--- config.mk ---
export PLATFORM = sky130hd
export DESIGN_NAME = fb_mem_arbiter
export DESIGN_NICKNAME = d
export VERILOG_FILES = /design/src/rtl/fb_mem_arbiter.sv
export SDC_FILE = /design/constraint.sdc
export NUM_CORES = 1
export LEC_CHECK = 0
export BUFFER_PORTS_ARGS = -buffer_cell sky130_fd_sc_hd__buf_2
export CAP_MARGIN = 25
export CORE_MARGIN = 5
export CORE_UTILIZATION = 39
export DETAILED_ROUTE_END_ITERATION = 6
export GPL_ROUTABILITY_DRIVEN = 0
export PLACE_DENSITY = 0.61
export SLEW_MARGIN = 25
export SYNTH_ARGS = -nofsm -noshare
export SYNTH_HDL_FRONTEND = slang
export SYNTH_SLANG_ARGS = --single-unit
--- constraint.sdc ---
create_clock -name clk -period 4.4 [get_ports clk]
set_input_delay 1.32 -clock clk [delete_from_list [all_inputs] [get_ports clk]]
set_output_delay 1.32 -clock clk [all_outputs]
set_load 0.01 [all_outputs]
--- src/rtl/fb_mem_arbiter.sv ---
// Frame-buffer memory arbiter: display scanline prefetch (priority, burst-limited) vs CPU port.
// Optional FB_UNDERRUN_CNT_EN adds a saturating underrun counter with synchronous clear.
//
// state | meaning
// IDLE  | no transaction; pending line -> DISP, else CPU request -> CPU
// DISP  | issuing display reads base+n into the line buffer
// CPU   | one CPU read/write in flight, then back to DISP or IDLE
module fb_mem_arbiter #(
  parameter int H_PIXELS  = 640,
  parameter int V_LINES   = 480,
  parameter int ADDR_W    = 19,
  parameter int DATA_W    = 16,
  parameter int BURST_MAX = 16
) (
  input  logic              clk,
  input  logic              rst_n,
  input  logic              line_req,
  input  logic [9:0]        line_idx,
  output logic              fetch_busy,
  output logic              line_done,
  output logic              underrun,
  output logic              lb_we,
  output logic [9:0]        lb_waddr,
  output logic [DATA_W-1:0] lb_wdata,
  input  logic              cpu_req,
  input  logic              cpu_we,
  input  logic [ADDR_W-1:0] cpu_addr,
  input  logic [DATA_W-1:0] cpu_wdata,
  output logic              cpu_ack,
  output logic [DATA_W-1:0] cpu_rdata,
  output logic              mem_req,
  output logic              mem_we,
  output logic [ADDR_W-1:0] mem_addr,
  output logic [DATA_W-1:0] mem_wdata,
`ifdef FB_UNDERRUN_CNT_EN
  output logic [15:0]       underrun_cnt,
  input  logic              underrun_clr,
`endif
  input  logic              mem_ack,
  input  logic [DATA_W-1:0] mem_rdata
);

  localparam int BW = $clog2(BURST_MAX + 1);
  localparam logic [9:0] LAST = 10'(H_PIXELS - 1);

  typedef enum logic [1:0] {IDLE, DISP, CPU} state_t;

  state_t            state, state_nxt;
  logic [9:0]        n;
  logic [BW-1:0]     burst_left;
  logic              line_pending, discard, done_pend;
  logic [ADDR_W-1:0] base, base_new, disp_addr;
  logic              acc, restart, ack, cpu_free, burst_hit;
  logic              issue_disp, issue_cpu, drop_req, disp_word, last_word, cpu_done, burst_load;

  assign acc       = line_req && ({22'd0, line_idx} < 32'(V_LINES));
  assign restart   = acc && fetch_busy;
  assign ack       = mem_req && mem_ack;
  // cpu_req is still high in the cpu_ack cycle; do not serve that request twice
  assign cpu_free  = cpu_req && !cpu_ack;
  assign burst_hit = burst_left <= BW'(1);
  assign base_new  = ADDR_W'(line_idx) * ADDR_W'(H_PIXELS);

  always_comb begin
    state_nxt  = state;
    issue_disp = 1'b0;
    issue_cpu  = 1'b0;
    drop_req   = 1'b0;
    disp_word  = 1'b0;
    last_word  = 1'b0;
    cpu_done   = 1'b0;
    burst_load = 1'b0;
    disp_addr  = base + ADDR_W'(n);
    unique case (state)
      IDLE: begin
        if (line_pending || acc) begin
          state_nxt  = DISP;
          burst_load = 1'b1;
        end else if (cpu_free) begin
          state_nxt = CPU;
          issue_cpu = 1'b1;
        end
      end
      DISP: begin
        if (ack) begin
          drop_req = 1'b1;
          // a restarted line drops the completing read; reissue from the new base next cycle
          if (!(discard || restart)) begin
            disp_word = 1'b1;
            if (n == LAST) begin
              last_word = 1'b1;
              state_nxt = IDLE;
            end else if (burst_hit && cpu_free) begin
              state_nxt  = CPU;
              issue_cpu  = 1'b1;
              burst_load = 1'b1;
            end else begin
              issue_disp = 1'b1;
              disp_addr  = base + ADDR_W'(n) + ADDR_W'(1);
            end
          end
        end else if (!mem_req && !restart) begin
          issue_disp = 1'b1;
        end
      end
      CPU: begin
        if (ack) begin
          drop_req  = 1'b1;
          cpu_done  = 1'b1;
          state_nxt = (line_pending || acc) ? DISP : IDLE;
        end
      end
      default: state_nxt = IDLE;
    endcase
  end

  always_ff @(posedge clk or negedge rst_n) begin
    if (!rst_n) begin
      state        <= IDLE;
      n            <= '0;
      burst_left   <= '0;
      line_pending <= 1'b0;
      discard      <= 1'b0;
      done_pend    <= 1'b0;
      base         <= '0;
      fetch_busy   <= 1'b0;
      line_done    <= 1'b0;
      underrun     <= 1'b0;
      lb_we        <= 1'b0;
      lb_waddr     <= '0;
      lb_wdata     <= '0;
      cpu_ack      <= 1'b0;
      cpu_rdata    <= '0;
      mem_req      <= 1'b0;
      mem_we       <= 1'b0;
      mem_addr     <= '0;
      mem_wdata    <= '0;
    end else begin
      state     <= state_nxt;
      underrun  <= restart;
      done_pend <= last_word;
      line_done <= done_pend && !restart;
      lb_we     <= disp_word;
      if (disp_word) begin
        lb_waddr <= n;
        lb_wdata <= mem_rdata;
      end
      cpu_ack <= cpu_done;
      if (cpu_done && !mem_we) cpu_rdata <= mem_rdata;

      if (issue_disp) begin
        mem_req   <= 1'b1;
        mem_we    <= 1'b0;
        mem_addr  <= disp_addr;
        mem_wdata <= '0;
      end else if (issue_cpu) begin
        mem_req   <= 1'b1;
        mem_we    <= cpu_we;
        mem_addr  <= cpu_addr;
        mem_wdata <= cpu_wdata;
      end else if (drop_req) begin
        mem_req <= 1'b0;
      end

      if (acc) begin
        base         <= base_new;
        n            <= '0;
        line_pending <= 1'b1;
      end else begin
        if (disp_word) n <= n + 10'd1;
        if (last_word) line_pending <= 1'b0;
      end

      if (restart && state == DISP && mem_req && !mem_ack) discard <= 1'b1;
      else if (ack) discard <= 1'b0;

      if (acc) fetch_busy <= 1'b1;
      else if (done_pend) fetch_busy <= 1'b0;

      if (burst_load) burst_left <= BW'(BURST_MAX);
      else if (disp_word && burst_left != '0) burst_left <= burst_left - BW'(1);
    end
  end

`ifdef FB_UNDERRUN_CNT_EN
  always_ff @(posedge clk or negedge rst_n) begin
    if (!rst_n) underrun_cnt <= '0;
    else if (underrun_clr) underrun_cnt <= '0;
    else if (underrun && underrun_cnt != 16'hFFFF) underrun_cnt <= underrun_cnt + 16'd1;
  end
`endif

endmodule

==> metrics.csv, run 1 <==
metric,value,unit
r2r_end,mem_addr[14],
root_buffer,clkbuf_16,
synth_top_area_share,47.2,%
drv_slew,0,
hpwlAfterDp,11900,µm
die_x,136,µm
vias,5214,
cp-start-kind,input pin,
crit_arrival,3.63,ns
worst_path_largest_cell_delay,0.46,ns
die_h,136,µm
muxShareOfSynthArea,5.31,%
synth_edf_count,0,
drive_above_1_share,28.4,%
fin_skew,0.00715,ns
slowest_stage,a31oi_4,
clk_pin_slew,0.06,ns
drtAntennaViolNets,0,
synthTopCellsByArea,"dfrtp_1 (47%), nand2_1 (10%), ha_1 (5.3%), mux2_2 (3.8%), a21oi_1 (3.0%)",
path_cells,"buf_2, nor2b_1, a31o_1, clkinv_2, a31oi_4, buf_12, mux2i_1, o21ai_0, o21a_1",
yosys_warnings,0,
syn-num-nets,742,
grt_max_degree,65,
grt_util_all_layers,18.3,%
relSlewSlack,36.8,%
end_kind,register,
holdWs,0.458,ns
drt-pass1-iter-count,7,
wire_per_inst,16.1,µm
vias_per_cell,5.11,
routed_wl,16400,µm
hold-path-cell-count,1,
max_freq,300,MHz
synth_cells,647,
min_to,fetch_busy,
antenna_found_initial,0,
synthXorXnorAreaFrac,4.27,%
crit-reg2reg-launch,n[7],
synth.distinct_cells,65,
drv_cap,0,
vdd.ir_drop.worst,0.000276,V
finalHoldViolCount,0,
placed_cell_area,0.00711,mm²
power_density,569,mW/mm²
syn2layout_area_growth,25.4,%
synthTopCellsByCount,"nand2_1 (169), dfrtp_1 (116), a21oi_1 (37), nor2_1 (37), ha_1 (26)",
leakage,3.84,nW
synth_largest_area_cell,dfrtp_1,
numClockSinks,116,
n_antenna_cell,0,
num-nets-final,887,
post-route-min-period,3.33,ns
n_fill_cell,1498,
ff2ff_setup_slack,1.36,ns
cts_max_level,4,
ys.flop_type,dfrtp_1,
die_area,0.0184,mm²
synthAdderAreaFrac,5.94,%
min_from,done_pend,
stdcell_area,0.00771,mm²
synth_area,0.00615,mm²
grt_pass1_wl,27100,µm
initial_utilization,39.3,%
io_pins,151,
cts_tree,built,
ys_async_sr_fraction,100,%
drt-initial-drc-count,364,
clk_latency,0.41,ns
rsz0062_at_grt,no,
tightest_slew,0.947,ns
drc_errors,0,
ys_ff_latch,116,
synth_area_per_cell,9.50,µm²
setup-tns-final,0,ns
setup_viol,0,
synth_compound_area_share,13.9,%
crit_type,input pin to register,
r2r_cells,8,
cts_buffers,17,
numPortBuffers,150,
ys_seq_area_share,47.2,%
outcome,"finished, final reports clean",
cp_data_required_time,4.70,ns
cts_resized,0,
synth-simple-area-share,20.0,%
critical_path.max_fanout,26,
synth_top_family_by_area,simple AND/OR/NAND/NOR gates,
fin_crit_sh,75.7,%
holdBufCountCts,0,
hp-class,register to register,
yosys.cell_count.top_type,nand2_1,
grt_pass1_vias,5359,
grt_overflow_total,0,
post-cts-setup-buffers,0,
clockBufferDepth,2,
core,0.0157,mm²
rows,46,
## cell usage in the layout, fill, tap and decap left out, types with 11 or more instances in the layout
cell and n:
a21oi_1 37, buf_2 149, o21ai_0 17, nand2_1 169
clkbuf_16 17, xor2_1 11, inv_1 13, xnor2_1 19
mux2_2 21, nor2_1 37, dfrtp_1 116, ha_1 26
nand3_1 15
## cell type report
class	instances	area [µm²]	area share, %
Tap cell	216	270	3.50
Sequential cell	116	2900	37.6
Timing Repair Buffer	158	838	10.9
Multi-Input combinational cell	485	3040	39.5
Inverter	14	53.8	0.698
Clock inverter	12	156	2.03
Clock buffer	20	447	5.79
## power breakdown
part	total [mW]	switching, mW	internal (mW)
sequential	1.60	0.226	1.37
clock	1.40	0.496	0.904
combinational	1.39	0.784	0.609
total	4.39	1.51	2.89
## registers in the layout, indices dropped and copies added, names as in the netlist, 2 cells and up
register	cells
mem_addr	19
cpu_rdata	16
base	12
n	10
lb_waddr	10
burst_left	5
state	2
lb_wdata	16
mem_wdata	16
## through the flow
stage	setup slack [ns]	util [%]	std cells	power [mW]
3_3_place_gp	0.740	45.4	989	2.97
5_1_grt	0.908	49.3	1021	4.68
6_report	1.07	49.3	1021	4.39
2_1_floorplan	1.23	-	647	2.47
3_5_place_dp	0.638	45.4	989	3.02
4_1_cts	1.08	49.3	1021	4.45
## worst max-delay path by stage
stage	start	end	slack, ns
after detailed placement	line_idx[9]	mem_addr[0]	0.64
after global routing	line_idx[5]	mem_addr[15]	0.91
after global placement	line_idx[9]	mem_addr[0]	0.74
final	line_idx[9]	mem_addr[0]	1.07
after floorplan	line_idx[1]	base[18]	1.23
after CTS	line_idx[9]	mem_addr[0]	1.08
## metal layers
layer  global-route usage [%]  part of all wire, %
met5                        0                    0
met4                     6.05                  1.8
met3                     4.42                  5.6
met2                     29.9                   48
met1                     24.1                   45
## worst max-delay path, delay by kind of cell
family	cells	cell delay [ns]
AOI/OAI and AO/OA	4	1.01
buffers and inverters	3	0.64
and+or+nand+nor	1	0.39
muxes	1	0.25
## kinds of logic after synthesis
logic type / after synthesis
fa+ha+maj: 28
xor+xnor: 30
compound gates: 119
simple gates: 278
flops: 116
buf+inv: 46
mux: 30
No activity file was read; power rests on OpenSTA's default activity.
==> run 2: changes to the inputs <==
ABC_AREA = 1   (was not set)
clock period = 3.1 ns   (was 4.4 ns; I/O delays follow)
==> metrics.csv, run 2 <==
metric,value,unit,change
outcome,"finished, final reports clean",,unchanged
cts_max_level,4,,unchanged
cp_top_family,adder cells,,was compound AO/OA/AOI/OAI gates
fin_crit_sh,76.8,%,
numClockSinks,116,,unchanged
grt_max_degree,56,,was 65
synth_area_per_cell,8.03,µm²,was 9.50 µm²
holdWs,0.462,ns,was 0.458 ns
dp_worst_setup_slack,0.276,ns,was 0.638 ns
yosys_warnings,0,,unchanged
drv_slew,0,,unchanged
ys_async_sr_fraction,100,%,unchanged
syn2layout_area_growth,24.4,%,was 25.4%
clockBufferDepth,2,,unchanged
ys_ff_latch,116,,unchanged
hpwlAfterDp,12100,µm,was 11900 µm
wire_per_inst,13.6,µm,was 16.1 µm
hold-path-cell-count,1,,unchanged
synth_area,0.00621,mm²,was 0.00615 mm²
drv_cap,0,,unchanged
fin_total_pwr,6.04,mW,was 4.39 mW
routed_wl,15800,µm,was 16400 µm
top_register,mem_addr,,unchanged
initial_utilization,39.4,%,was 39.3%
synth_largest_area_cell,dfrtp_1,,unchanged
synthTopCellsByCount,"nand2_1 (247), dfrtp_1 (116), inv_1 (92), o21ai_0 (70), nand3_1 (62)",,"was nand2_1 (169), dfrtp_1 (116), a21oi_1 (37), nor2_1 (37), ha_1 (26)"
cp-start-kind,input pin,,unchanged
root_buffer,clkbuf_16,,unchanged
fin_skew,0.00885,ns,was 0.00715 ns
grt_pass1_vias,5090,,was 5359
rows,46,,unchanged
crit_arrival,2.68,ns,was 3.63 ns
critical_path.max_fanout,2,,was 26
largest_reg_flops,19,,unchanged
r2r_cells,12,,was 8
slowest_stage,fa_1,,was a31oi_4
setup_viol,0,,unchanged
critical_path_depth,12,,was 9
antenna_found_initial,0,,unchanged
vias_per_cell,4.67,,was 5.11
cts_resized,0,,unchanged
setup.worst_path.end,base[18],,was mem_addr[0]
cts_buffers,17,,unchanged
final_common_cell,nand2_1,,unchanged
cp_num_buf_inv,1,,was 3
grt_overflow_total,0,,unchanged
setup-tns-final,0,ns,unchanged
die_area,0.0185,mm²,was 0.0184 mm²
crit-reg2reg-launch,n[7],,unchanged
vdd.ir_drop.worst,0.000421,V,was 0.000276 V
worst_path_largest_cell_delay,0.41,ns,was 0.46 ns
drt-initial-drc-count,272,,was 364
rsz0062_at_grt,no,,unchanged
core,0.0158,mm²,was 0.0157 mm²
numPortBuffers,150,,unchanged
io_pins,151,,unchanged
clk_pin_slew,0.06,ns,about the same
die_x,136,µm,about the same
hp-class,register to register,,unchanged
synthTopCellsByArea,"dfrtp_1 (47%), nand2_1 (15%), o21ai_0 (5.6%), inv_1 (5.6%), ha_1 (5.2%)",,"was dfrtp_1 (47%), nand2_1 (10%), ha_1 (5.3%), mux2_2 (3.8%), a21oi_1 (3.0%)"
r2r_end,mem_addr[16],,was mem_addr[14]
cp_common_cell,nand2_1,,
die_h,136,µm,about the same
leakage,4.17,nW,was 3.84 nW
power_density,782,mW/mm²,was 569 mW/mm²
end_kind,register,,unchanged
relSlewSlack,58.1,%,was 36.8%
grt_pass1_wl,25500,µm,was 27100 µm
grt_util_all_layers,17.5,%,was 18.3%
syn-num-nets,868,,was 742
drtAntennaViolNets,0,,unchanged
vias,5414,,was 5214
ff2ff_setup_slack,0.74,ns,was 1.36 ns
clk_latency,0.42,ns,was 0.41 ns
synth_cells,773,,was 647
worst_slack,0.718,ns,was 1.07 ns
cp_data_required_time,3.40,ns,was 4.70 ns
drc_errors,0,,unchanged
tightest_slew,0.629,ns,was 0.947 ns
path_cells,"buf_2, ha_1, ha_1, fa_1, nand3_1, nand3_1, nand2_1, a21oi_1, o21ai_0, nand2_1, nand2_1, a21oi_1",,"was buf_2, nor2b_1, a31o_1, clkinv_2, a31oi_4, buf_12, mux2i_1, o21ai_0, o21a_1"
holdBufCountCts,0,,unchanged
crit_start,line_idx[1],,was line_idx[9]
synth.distinct_cells,43,,was 65
post-cts-setup-buffers,0,,unchanged
ys.flop_type,dfrtp_1,,unchanged
synth_edf_count,0,,unchanged
yosys.cell_count.top_type,nand2_1,,unchanged
cts_tree,built,,unchanged
drive_above_1_share,24.8,%,was 28.4%
finalHoldViolCount,0,,unchanged
crit_type,input pin to register,,unchanged
post-route-min-period,2.38,ns,
drt-pass1-iter-count,5,,was 7
final_cell_mix,"nand2_1 (247), buf_2 (149), dfrtp_1 (116)",,"was nand2_1 (169), buf_2 (149), dfrtp_1 (116)"
ys_seq_area_share,46.8,%,was 47.2%
num-nets-final,1024,,was 887
n_fill_cell,1614,,was 1498
max_freq,420,MHz,
synth_top_area_share,46.8,%,was 47.2%
==> run 2: area by class of cell <==
cell class	count	area, µm²	share of cell area, %
Antenna cell	1	2.50	0.0324
Clock buffer	17	425	5.51
Clock inverter	15	131	1.70
Inverter	97	369	4.78
Multi-Input combinational cell	540	2790	36.1
Sequential cell	116	2900	37.6
Tap cell	216	270	3.50
Timing Repair Buffer	157	831	10.8
==> run 2: kinds of logic after synthesis <==
family | share of synthesized area, %
AOI/OAI and AO/OA | 9.15
xor gates and xnor gates | 0.826
adders and majority gates | 5.88
buffers and inverters | 8.28
DFF | 46.8
and+or+nand+nor | 29.1
==> run 2: worst min path at each step <==
stage | startpoint | end | slack (ns)
4_1_cts | done_pend | fetch_busy | 0.47
6_report | done_pend | fetch_busy | 0.46
3_5_place_dp | done_pend | fetch_busy | 0.45
3_3_place_gp | done_pend | fetch_busy | 0.45
2_1_floorplan | done_pend | fetch_busy | 0.42
5_1_grt | cpu_rdata[3] | cpu_rdata[3] | 0.50
==> run 2: power by group <==
part,internal (mW),switching (mW)
Combinational,0.747,1.24
Sequential,1.95,0.256
Clock,1.10,0.742
Total,3.80,2.24
==> run 2: metal layers <==
metal,up-vias,GRT usage [%],part of all wire [%]
met1,2460,23.7,47
met5,-,0,0
li1,2786,-,-
met2,153,27.5,45
met4,0,5.49,1.2
met3,15,4.48,6.5
==> run 2: metrics by stage <==
stage	cells	instance area (µm²)	utilization (%)
after floorplan	773	6210	-
after global placement	1126	7160	45.4
after detailed placement	1126	7160	45.4
after CTS	1158	7720	49.0
after global routing	1158	7720	49.0
final	1159	7720	49.0
==> run 3: changes to the inputs <==
ABC_AREA = 0   (was 1)
PLACE_DENSITY = 0.64   (was 0.61)
clock period = 1.9 ns   (was 3.1 ns; I/O delays follow)
==> metrics.csv, run 3 (synthesis gave the netlist of run 1 again) <==
metric,value,unit,change
crit_type,register to register,,was input pin to register
setup.worst_path.end,mem_addr[16],,was base[18]
drive_above_1_share,52.8,%,was 24.8%
root_buffer,clkbuf_16,,unchanged
cts_tree,built,,unchanged
clk_pin_slew,0.05,ns,was 0.06 ns
core,0.0157,mm²,was 0.0158 mm²
met1_usage,26.3,%,was 23.7%
drv_cap,0,,unchanged
fin_crit_sh,132,%,
use_met2,34.9,%,was 27.5%
die_area,0.0184,mm²,was 0.0185 mm²
outcome,"finished, violations left",,"was finished, final reports clean"
tightest_slew,0.450,ns,was 0.629 ns
rsz0062_at_grt,yes,,was no
swShare,34.5,%,was 37.1%
ff2ff_setup_slack,-0.61,ns,was 0.74 ns
grt_pass1_wl,30000,µm,was 25500 µm
cts_max_level,4,,unchanged
relSlewSlack,69.8,%,was 58.1%
leakage,4.94,nW,was 4.17 nW
holdBufCountCts,0,,unchanged
failed_checks,negative setup slack,,
grt_pass1_vias,5947,,was 5090
internal_power,7.50,mW,was 3.80 mW
crit_start,base[7],,was line_idx[1]
fin_skew,0.0116,ns,was 0.00885 ns
numClockSinks,116,,unchanged
power_frac_comb,41.5,%,was 32.9%
grt_util_all_layers,20.5,%,was 17.5%
p_switching,3.96,mW,was 2.24 mW
vdd.ir_drop.worst,0.000713,V,was 0.000421 V
top_register,mem_addr,,unchanged
drv_slew,0,,unchanged
dp_worst_setup_slack,-0.633,ns,was 0.276 ns
fin_total_pwr,11.5,mW,was 6.04 mW
n_fill_cell,1318,,was 1614
clockBufferDepth,2,,unchanged
setup_viol,41,,was 0
met3_usage,4.27,%,was 4.48%
power_frac_clock,27.1,%,was 30.6%
drt-pass1-iter-count,4,,was 5
vias,5947,,was 5414
initial_utilization,39.3,%,was 39.4%
power_density,1150,mW/mm²,was 782 mW/mm²
vias_per_cell,4.98,,was 4.67
numPortBuffers,150,,unchanged
p_seq_share,31.4,%,was 36.5%
cp_data_required_time,2.20,ns,was 3.40 ns
grt_overflow_total,0,,unchanged
hp-class,input pin to asynchronous set/reset pin,,was register to register
largest_reg_flops,19,,unchanged
die_h,136,µm,about the same
grt-busiest-layer,met2,,unchanged
drc_errors,0,,unchanged
final_common_cell,buf_2,,was nand2_1
clk_latency,0.42,ns,about the same
wire_per_inst,15.7,µm,was 13.6 µm
final_cell_mix,"buf_2 (145), nand2_1 (142), buf_4 (140)",,"was nand2_1 (247), buf_2 (149), dfrtp_1 (116)"
worst_slack,-0.608,ns,was 0.718 ns
max_freq,399,MHz,
n_antenna_cell,0,,was 1
grt_max_degree,37,,was 56
post-route-min-period,2.51,ns,
routed_wl,18700,µm,was 15800 µm
setup-tns-final,-13.24,ns,was 0 ns
rows,46,,unchanged
crit_arrival,2.81,ns,was 2.68 ns
drt-initial-drc-count,325,,was 272
antenna_found_initial,0,,unchanged
num-nets-final,1060,,was 1024
crit-reg2reg-launch,base[7],,was n[7]
cts_buffers,17,,unchanged
end_kind,register,,unchanged
r2r_end,mem_addr[16],,unchanged
io_pins,151,,unchanged
drtAntennaViolNets,0,,unchanged
die_x,136,µm,about the same
syn2layout_area_growth,62.4,%,was 24.4%
cp-start-kind,register,,was input pin
r2r_cells,10,,was 12
critical_path.max_fanout,5,,was 2
hpwlAfterDp,12900,µm,was 12100 µm
finalHoldViolCount,0,,unchanged
run 3: cell count changes in the layout (fill, tap and decap cells not counted), moves of 21 or more:
cell,change
nand2_1,-105
nand3_1,-51
a21oi_2,+27
buf_6,+23
mux2_2,+21
buf_4,+134
inv_1,-81
o21ai_0,-58
run 3: how the worst min path moves through the flow:
stage / cells past startpoint / slack, ns / endpoint / from
after floorplan: 0 / 0.27 / base[10] / rst_n
after global routing: 1 / 0.09 / mem_addr[13] / rst_n
after global placement: 1 / 0.44 / fetch_busy / done_pend
final: 1 / 0.07 / mem_wdata[12] / rst_n
after detailed placement: 1 / 0.44 / fetch_busy / done_pend
after CTS: 1 / 0.08 / mem_wdata[12] / rst_n
run 3: stage by stage:
stage	instances	hold WS (ns)	cell area (µm²)	util, %
floorplan	647	0.274	6400	-
global placement	1122	0.440	8370	53.4
detailed placement	1122	0.440	8370	53.4
CTS	1187	0.0779	9720	62.1
global route	1194	0.0887	9980	63.8
finish	1194	0.0741	9980	63.8
run 3: metal layers:
metal	wire, µm	share of wire, %	vias up
met1	8110	43	2909
li1	-	-	2898
met3	845	4.5	18
met2	9530	51	122
met4	224	1.2	0
met5	0	0	-
run 3: layout make-up:
cell class              count  area, µm²  share of cell area (%)
multi-input cells         488       3740                    37.4
flip-flops and latches    116       2900                    29.1
repair buffers            328       2440                    24.4
clock buffers              20        447                    4.47
well taps                 216        270                    2.71
clock inverters            12        131                    1.32
inverters                  14       57.6                   0.576
run 3: power groups by stage:
stage | sequential [mW] | combinational (mW) | clock (mW)
after CTS | 3.59 | 4.60 | 3.16
final | 3.60 | 4.75 | 3.10
after floorplan | 3.88 | 2.02 | 0
after detailed placement | 3.61 | 4.17 | 0
after global placement | 3.59 | 4.08 | 0
after global routing | 3.69 | 5.18 | 3.29
run 3: critical path, stage by stage, from the launching register on:
cell and delay, ns:
dfrtp_1 0.39, ha_2 0.20, fa_2 0.37, buf_4 0.16, a21oi_4 0.15, nor3b_2 0.07, a211oi_2 0.37, buf_4 0.19
nor3_2 0.04, a31o_2 0.24, a31o_2 0.22
run 3: what timing repair did:
item | 4_1_cts | 5_1_grt
resized for setup | 119 | 43
buffers inserted | 30 | 6
gates cloned | 6 | 1
pin swaps | 50 | 17
endpoints found under the setup margin | 50 | 75
